==> src/rtl/ram_arbiter.sv <==
// ram_arbiter: shares one single-port CHIP-8 RAM between the ROM loader,
// the CPU core and the display/sprite fetcher. One access per cycle, with
// read data routed back one cycle later and a write-protected low region.
//
// Handshake: a requester holds req/addr/we/wdata stable until it sees its
// gnt; each gnt consumes exactly one access, and req may drop in the gnt
// cycle. For a granted read, rvalid_x is high exactly one cycle later while
// rdata carries ram_dout. Writes never produce rvalid.
module ram_arbiter #(
   parameter int ADDR_W     = 12,
   parameter int DATA_W     = 8,
   parameter int PROT_LIMIT = 512
) (
   input  logic              clk,
   input  logic              rst_n,
   input  logic              ld_req,
   input  logic              ld_we,
   input  logic [ADDR_W-1:0] ld_addr,
   input  logic [DATA_W-1:0] ld_wdata,
   output logic              ld_gnt,
   output logic              ld_rvalid,
   input  logic              cpu_req,
   input  logic              cpu_we,
   input  logic              cpu_lock,
   input  logic [ADDR_W-1:0] cpu_addr,
   input  logic [DATA_W-1:0] cpu_wdata,
   output logic              cpu_gnt,
   output logic              cpu_rvalid,
   input  logic              vid_req,
   input  logic              vid_lock,
   input  logic [ADDR_W-1:0] vid_addr,
   output logic              vid_gnt,
   output logic              vid_rvalid,
   output logic [DATA_W-1:0] rdata,
   output logic              prot_err,
   output logic [ADDR_W-1:0] ram_addr,
   output logic [DATA_W-1:0] ram_din,
   output logic              ram_we,
   input  logic [DATA_W-1:0] ram_dout
);

   typedef enum logic [1:0] {
      IDLE    = 2'd0,
      OWN_CPU = 2'd1,
      OWN_VID = 2'd2
   } state_e;

   // Comparison is done one bit wider so a limit of 2**ADDR_W still works.
   localparam logic [ADDR_W:0] PROT_LIM = (ADDR_W+1)'(PROT_LIMIT);

   state_e            state_q, state_d;
   logic              rr_vid_q, rr_vid_d;     // 1: video wins a CPU/video tie
   logic [ADDR_W-1:0] addr_q, addr_d;
   logic [DATA_W-1:0] din_q, din_d;
   logic              ld_rvalid_q, ld_rvalid_d;
   logic              cpu_rvalid_q, cpu_rvalid_d;
   logic              vid_rvalid_q, vid_rvalid_d;
   logic              prot_err_q, prot_err_d;

   logic              own_cpu, own_vid;
   logic              gnt_ld, gnt_cpu, gnt_vid;
   logic [ADDR_W-1:0] sel_addr;
   logic [DATA_W-1:0] sel_wdata;
   logic              sel_we;
   logic              sel_prot;

   // Ownership release, arbitration, next state and round-robin pointer.
   always_comb begin
      gnt_ld   = 1'b0;
      gnt_cpu  = 1'b0;
      gnt_vid  = 1'b0;
      state_d  = state_q;
      rr_vid_d = rr_vid_q;
      // A dropped lock releases ownership before this cycle's arbitration.
      own_cpu  = (state_q == OWN_CPU) && cpu_lock;
      own_vid  = (state_q == OWN_VID) && vid_lock;
      if (rst_n) begin
         if (own_cpu) begin
            gnt_cpu = cpu_req;
         end else if (own_vid) begin
            gnt_vid = vid_req;
         end else if (ld_req) begin
            gnt_ld = 1'b1;
         end else if (cpu_req && vid_req) begin
            gnt_vid = rr_vid_q;
            gnt_cpu = !rr_vid_q;
         end else begin
            gnt_cpu = cpu_req;
            gnt_vid = vid_req;
         end
      end
      if (own_cpu) begin
         state_d = OWN_CPU;
      end else if (own_vid) begin
         state_d = OWN_VID;
      end else if (gnt_cpu && cpu_lock) begin
         state_d = OWN_CPU;
      end else if (gnt_vid && vid_lock) begin
         state_d = OWN_VID;
      end else begin
         state_d = IDLE;
      end
      if (gnt_cpu) begin
         rr_vid_d = 1'b1;
      end else if (gnt_vid) begin
         rr_vid_d = 1'b0;
      end
   end

   // RAM port mux, write protection and read-return bookkeeping.
   always_comb begin
      sel_addr  = addr_q;
      sel_wdata = din_q;
      sel_we    = 1'b0;
      if (gnt_ld) begin
         sel_addr  = ld_addr;
         sel_wdata = ld_wdata;
         sel_we    = ld_we;
      end else if (gnt_cpu) begin
         sel_addr  = cpu_addr;
         sel_wdata = cpu_wdata;
         sel_we    = cpu_we;
      end else if (gnt_vid) begin
         sel_addr  = vid_addr;
      end
      sel_prot     = ({1'b0, sel_addr} < PROT_LIM);
      addr_d       = sel_addr;
      din_d        = sel_wdata;
      prot_err_d   = sel_we && sel_prot;
      ld_rvalid_d  = gnt_ld && !ld_we;
      cpu_rvalid_d = gnt_cpu && !cpu_we;
      vid_rvalid_d = gnt_vid;
   end

   // State, pointer, held RAM address/data and read-return flags.
   always_ff @(posedge clk) begin
      if (!rst_n) begin
         state_q      <= IDLE;
         rr_vid_q     <= 1'b0;
         addr_q       <= '0;
         din_q        <= '0;
         ld_rvalid_q  <= 1'b0;
         cpu_rvalid_q <= 1'b0;
         vid_rvalid_q <= 1'b0;
         prot_err_q   <= 1'b0;
      end else begin
         state_q      <= state_d;
         rr_vid_q     <= rr_vid_d;
         addr_q       <= addr_d;
         din_q        <= din_d;
         ld_rvalid_q  <= ld_rvalid_d;
         cpu_rvalid_q <= cpu_rvalid_d;
         vid_rvalid_q <= vid_rvalid_d;
         prot_err_q   <= prot_err_d;
      end
   end

   // Registered status is masked while reset is held so nothing leaks out.
   assign ld_gnt     = gnt_ld;
   assign cpu_gnt    = gnt_cpu;
   assign vid_gnt    = gnt_vid;
   assign ram_addr   = sel_addr;
   assign ram_din    = sel_wdata;
   assign ram_we     = sel_we && !sel_prot;
   assign rdata      = ram_dout;
   assign ld_rvalid  = ld_rvalid_q && rst_n;
   assign cpu_rvalid = cpu_rvalid_q && rst_n;
   assign vid_rvalid = vid_rvalid_q && rst_n;
   assign prot_err   = prot_err_q && rst_n;

endmodule

==> config.mk <==
export PLATFORM = sky130hd
export DESIGN_NAME = ram_arbiter
export DESIGN_NICKNAME = d
export VERILOG_FILES = /design/src/rtl/ram_arbiter.sv
export SDC_FILE = /design/constraint.sdc
export NUM_CORES = 1
export LEC_CHECK = 0
export CAP_MARGIN = 20
export CORE_MARGIN = 2
export CORE_UTILIZATION = 33
export CTS_CLUSTER_DIAMETER = 100
export CTS_CLUSTER_SIZE = 20
export DETAILED_ROUTE_END_ITERATION = 6
export GPL_TIMING_DRIVEN = 0
export PLACE_DENSITY_LB_ADDON = 0.15
export SLEW_MARGIN = 40
export SYNTH_ARGS = -nofsm -noshare
export SYNTH_HDL_FRONTEND = slang
export SYNTH_SLANG_ARGS = --single-unit
==> constraint.sdc <==
create_clock -name clk -period 1.72 [get_ports clk]
set_input_delay 0.344 -clock clk [delete_from_list [all_inputs] [get_ports clk]]
set_output_delay 0.344 -clock clk [all_outputs]
set_load 0.01 [all_outputs]
# --- Word-level counts from Yosys, hierarchy flattened ---
# Index checks and enable logic that the tools add are counted.
word_totals:
  reg_bits: 27
op_classes:
  magnitude_cmp: 1
  n_mux: 27
  n_bitwise: 1
  n_reduce_logical: 19
  n_eq_ne: 2
ops:
  columns: ["cell", "count"]
  rows:
  - ["$mux 12", 3]
  - ["$mux 1", 19]
  - ["$mux 8", 2]
  - ["$logic_and 1x1->1", 13]
  - ["$lt 12x10->1 const B", 1]
  - ["$mux 2", 3]
  - ["$logic_not 1->1", 4]
  - ["$eq 2x1->1 const B", 1]
  - ["$eq 2x2->1 const B", 1]
  - ["$reduce_bool 2->1", 1]
  - ["$reduce_or 2->1", 1]
  - ["$not 1->1", 1]

# --- Logic depth before layout (Yosys ltp) ---
depth:
  word_depth: 12
  depth_mapped: 9

# --- Worst setup path before layout ---
# No wires, ideal clock.
synth_path:
  kind: "reg-to-output"
  from: "register state_q[1]"
  to: "output ram_we"
  path_stages_with_launch: 8
  n_path_buf: 1
  arrival_time_ps: 1642
  slack_ps: -266
  path_cell_list: "dfxtp_1 > nand3b_4 > and3_1 > buf_6 > nand2_4 > mux2i_1 > a31oi_1 > o31a_1"
synth_between:
  elab_chain_cells: 11
  elab_cells_between_ends: 21
synth_lines:
  columns: ["element", "line_no", "source"]
  rows:
  - ["start: declaration", "51", "state_e state_q, state_d;"]
  - ["start signal: assignment", "147", "state_q <= state_d;"]
  - ["$eq 2x2->1", "76", "own_vid = (state_q == OWN_VID) && vid_lock;"]
  - ["$logic_and 1x1->1", "76", null]
  - ["$mux 1", "80", "end else if (own_vid) begin"]
  - ["$mux 1", "78", "if (own_cpu) begin"]
  - ["$mux 1", "77", "if (rst_n) begin"]
  - ["$mux 12", "123", "end else if (gnt_vid) begin"]
  - ["$mux 12", "119", "end else if (gnt_cpu) begin"]
  - ["$mux 12 (*)", "115", "if (gnt_ld) begin"]
  - ["named net ram_addr[9]", "36", "output logic [ADDR_W-1:0] ram_addr,"]
  - ["$lt 12x10->1 (*)", "126", "sel_prot = ({1'b0, sel_addr} < PROT_LIM);"]
  - ["$logic_not 1->1 (*)", "164", "assign ram_we = sel_we && !sel_prot;"]
  - ["$logic_and 1x1->1 (*)", "164", null]
  - ["end: declaration", "38", "output logic ram_we,"]
# The timed path passes the listed nets; every way through them passes the cells marked *.

# --- Final worst setup path ---
layout_path:
  from: "register state_q[1]"
  to: "output ram_we"
layout_between:
  elab_chain_cells: 11
  elab_cells_between_ends: 21
layout_lines:
  columns: ["element", "line_no"]
  rows:
  - ["$eq 2x2->1", "76"]
  - ["$logic_and 1x1->1", "76"]
  - ["$mux 1", "80"]
  - ["$mux 1", "78"]
  - ["$mux 1", "77"]
  - ["$mux 12", "123"]
  - ["$mux 12", "119"]
  - ["$mux 12", "115"]
  - ["$lt 12x10->1", "126"]
  - ["$logic_not 1->1", "164"]
  - ["$logic_and 1x1->1 (*)", "164"]
# Mark *: on every way between the ends. The rest lies on a longest branch, timed or not.

==> key figures <==
Run status
  • Outcome: finished with violations
  • Failing checks: negative setup slack

Worst setup path
  • Slowest cell on the critical path: dfxtp_2
  • RR Endpoint: prot_err_q
  • Buf/Inv on CP: 3
  • CP Data Arrival Time: 2.11 ns
  • Startpoint types: register
  • Setup crit end kind: primary output
  • Critical path depth: 9
  • Critical path class: register to primary output
  • CP peak stage delay: 0.35 ns
  • CP startpoint: state_q[1]
  • FF-to-FF path depth: 11
  • CP Max Fanout: 5
  • Critical Path RT: 1.38 ns
  • Worst R2R Start: state_q[0]
  • Worst-path cell chain: nand3b_4, a21boi_1, or2_1, buf_6, buf_4, o22ai_4, a31oi_4, o31a_1, buf_2
  • Reg2reg setup slack: -0.30 ns
  • Delay-heaviest family, CP: compound AO/OA/AOI/OAI gates
  • CP Capture Point: ram_we

Placement
  • Gp weighted congestion: 0.759
  • Dpl hpwl: 3780 microns
  • IO Port Bufs: 96
  • Dpl ws: -1.47 ns

Final layout
  • Layout area overhead: 119%
  • FILL cells: 327
  • Commonest non-fill, non-tap cells in the layout: 62 x clkdlybuf4s50_1, 32 x buf_4, 25 x buf_6, 25 x dfxtp_1, 18 x and2_1
  • # nets final: 399
  • Share of cells above drive strength 1: 53.2%
  • Ant diodes: 0
  • Commonest non-fill, non-tap cell in the layout: clkdlybuf4s50_1

Detailed routing
  • Post-route ant nets: 0
  • Routed length on met2: 3300 microns
  • Wl on met1: 2460 microns
  • Drt pass-1 iters: 4
  • Via-to-Cell Ratio: 4.77
  • Routed via count: 1,888
  • Highest routed layer: met4
  • Wirelength, routed: 6190 microns
  • Met3 Wirelength: 375 microns
  • DR DRC count: 0
  • Avg WL per Cell: 15.6 microns
  • Iteration-0 DRC count of the detailed router: 44

Global route
  • Vias in the first global route: 2,009
  • Initial antenna violation count: 0
  • Global Route Usage Sum: 22.3%
  • Residual overflow from global routing: 0
  • First-pass GRT wire length: 9360 microns
  • Largest net degree at the start of global routing: 16

Timing
  • Fin crit share: 142%
  • Rel. slew slack: 76.2%
  • Total Neg Setup Slack: -15.97 ns
  • Layout Skew: 0.00620 ns
  • Fin crit period: 2.45 ns
  • Setup Viol. Count Final: 46
  • RSZ-0062 raised after global routing: true
  • Worst setup margin: -0.729 ns
  • Final Max Slew Viols: 0
  • FMAX: 408 MHz
  • Worst slew pin tran: 0.357 ns
  • Hold Vio Cnt, Final: 0

Floorplan
  • Die width: 74.5 microns
  • Initial Util: 34.5%
  • Die area: 0.00555 sq mm
  • Total core area: 0.00475 sq mm
  • Boundary Pins: 105
  • Die Height: 74.5 microns
  • Placement row count: 25

Synthesis
  • Seq/Total Area, Yosys: 32.9%
  • Cells after synthesis: 191
  • Library cells used by synthesis: 33
  • Number of flops mapped to enable cells by yosys: 0
  • Syn Area/Cell: 8.59 sq um
  • Mapped Area: 0.00164 sq mm
  • Post-synth top flop: dfxtp_1
  • Synth Net Count: 260
  • Synth warn: 0
  • Synthesis-stage register bit count: 27
  • FFs w/ async S/R, synth: 0%

Clock network
  • Cts bufs inserted: 3
  • Clock tree sinks: 27
  • Cts hold-fix bufs: 0
  • CTS Root Cell: clkbuf_8
  • TritonCTS clock tree: yes
  • Clock latency on the worst-skew pair: 0.28 ns
  • Maximum clock insertion buffer count: 2
  • H-tree levels: 1
  • Clock slew seen by the registers of the worst setup and hold paths: 0.10 ns

Flow run
  • Max_cap viols: 0

Hold path
  • Hold path cells: 3
  • Worst Hold Class: input pin to register

Power and ir drop
  • Peak supply drop: 0.000450 V
  • Pleak: 1.56 nW
  • Power Density: 546 mW/mm^2
[what timing repair did]
item	CTS	global route
pin swaps	31	14
buffers inserted	32	4
cloned	2	2
gates resized for setup	207	37
setup endpoints to repair	50	50
[metrics by stage]
step / total power, mW / hold WS (ns) / cell area (sq um) / std cells / utilization (%)
after global placement: 1.37 / 0.458 / 2850 / 354 / 59.9
after CTS: 1.87 / 0.457 / 3400 / 391 / 71.5
after global routing: 2.05 / 0.513 / 3590 / 396 / 75.6
final: 1.96 / 0.507 / 3590 / 396 / 75.6
after floorplan: 1.03 / 0.416 / 1800 / 191 / -
after detailed placement: 1.37 / 0.454 / 2850 / 354 / 59.9
[tightest hold or removal path, cell delays in order]
cell and delay, ns:
dlygate4sd2_1 0.28, nand2_1 0.09, a211oi_2 0.04
[power breakdown]
group	switching [mW]	internal [mW]	total, mW	leakage (nW)
Clock	0.207	0.163	0.370	0.0255
Combinational	0.358	0.536	0.894	1.31
Sequential	0.0288	0.669	0.698	0.223
Total	0.593	1.37	1.96	1.56
[per-layer routing]
layer / up-vias / global-route usage (%)
met1: 901 / 25.5
met4: 0 / 5.16
met5: - / 0
li1: 915 / -
met2: 66 / 41.4
met3: 6 / 5.83
[cell families after synthesis]
logic type | after synthesis | share of synthesized area, %
flip-flops | 27 | 32.9
multiplexers | 2 | 1.22
buffers and inverters | 27 | 11.8
AND/OR/NAND/NOR | 94 | 29.8
AO/OA/AOI/OAI | 41 | 24.2
[worst min-delay path by stage]
stage | startpoint | endpoint | slack (ns)
after global placement | state_q[1] | state_q[0] | 0.46
after detailed placement | state_q[1] | state_q[0] | 0.45
final | cpu_lock | state_q[0] | 0.51
after floorplan | cpu_we | cpu_rvalid_q | 0.42
after global routing | vid_lock | state_q[1] | 0.51
after CTS | vid_lock | state_q[1] | 0.46
[Yosys cell counts, types with 2 or more instances]
cell type	instances	share of area (%)
a211oi_2	10	7.6
a21oi_1	3	0.91
a31oi_1	9	3.4
and2_1	24	9.1
and3_1	11	4.2
buf_2	6	1.8
buf_4	9	4.1
buf_6	4	2.7
clkbuf_1	3	0.69
dfxtp_1	27	33
inv_1	3	0.69
mux2i_1	2	1.2
nand2_1	31	7.1
nor2_1	20	4.6
o21ai_0	2	0.61
o22ai_1	2	0.76
o31ai_2	9	6.9
[cell type report]
cell class	instances	area (sq um)	share of cell area, %
buffer	23	263	7.31
clock buffer	3	41.3	1.15
clock inverter	1	5.00	0.139
inverter	4	30.0	0.835
multi-input combinational	137	1340	37.3
sequential	27	546	15.2
tap	67	83.8	2.33
timing repair buffer	134	1280	35.7
[flip-flops by register name, summed over array words and instances (netlist names)]
name / cells
addr_q: 12
cpu_rvalid_q: 1
din_q: 8
ld_rvalid_q: 1
prot_err_q: 1
rr_vid_q: 1
state_q: 2
vid_rvalid_q: 1
Note: power is estimated with default switching activity, not from simulation.
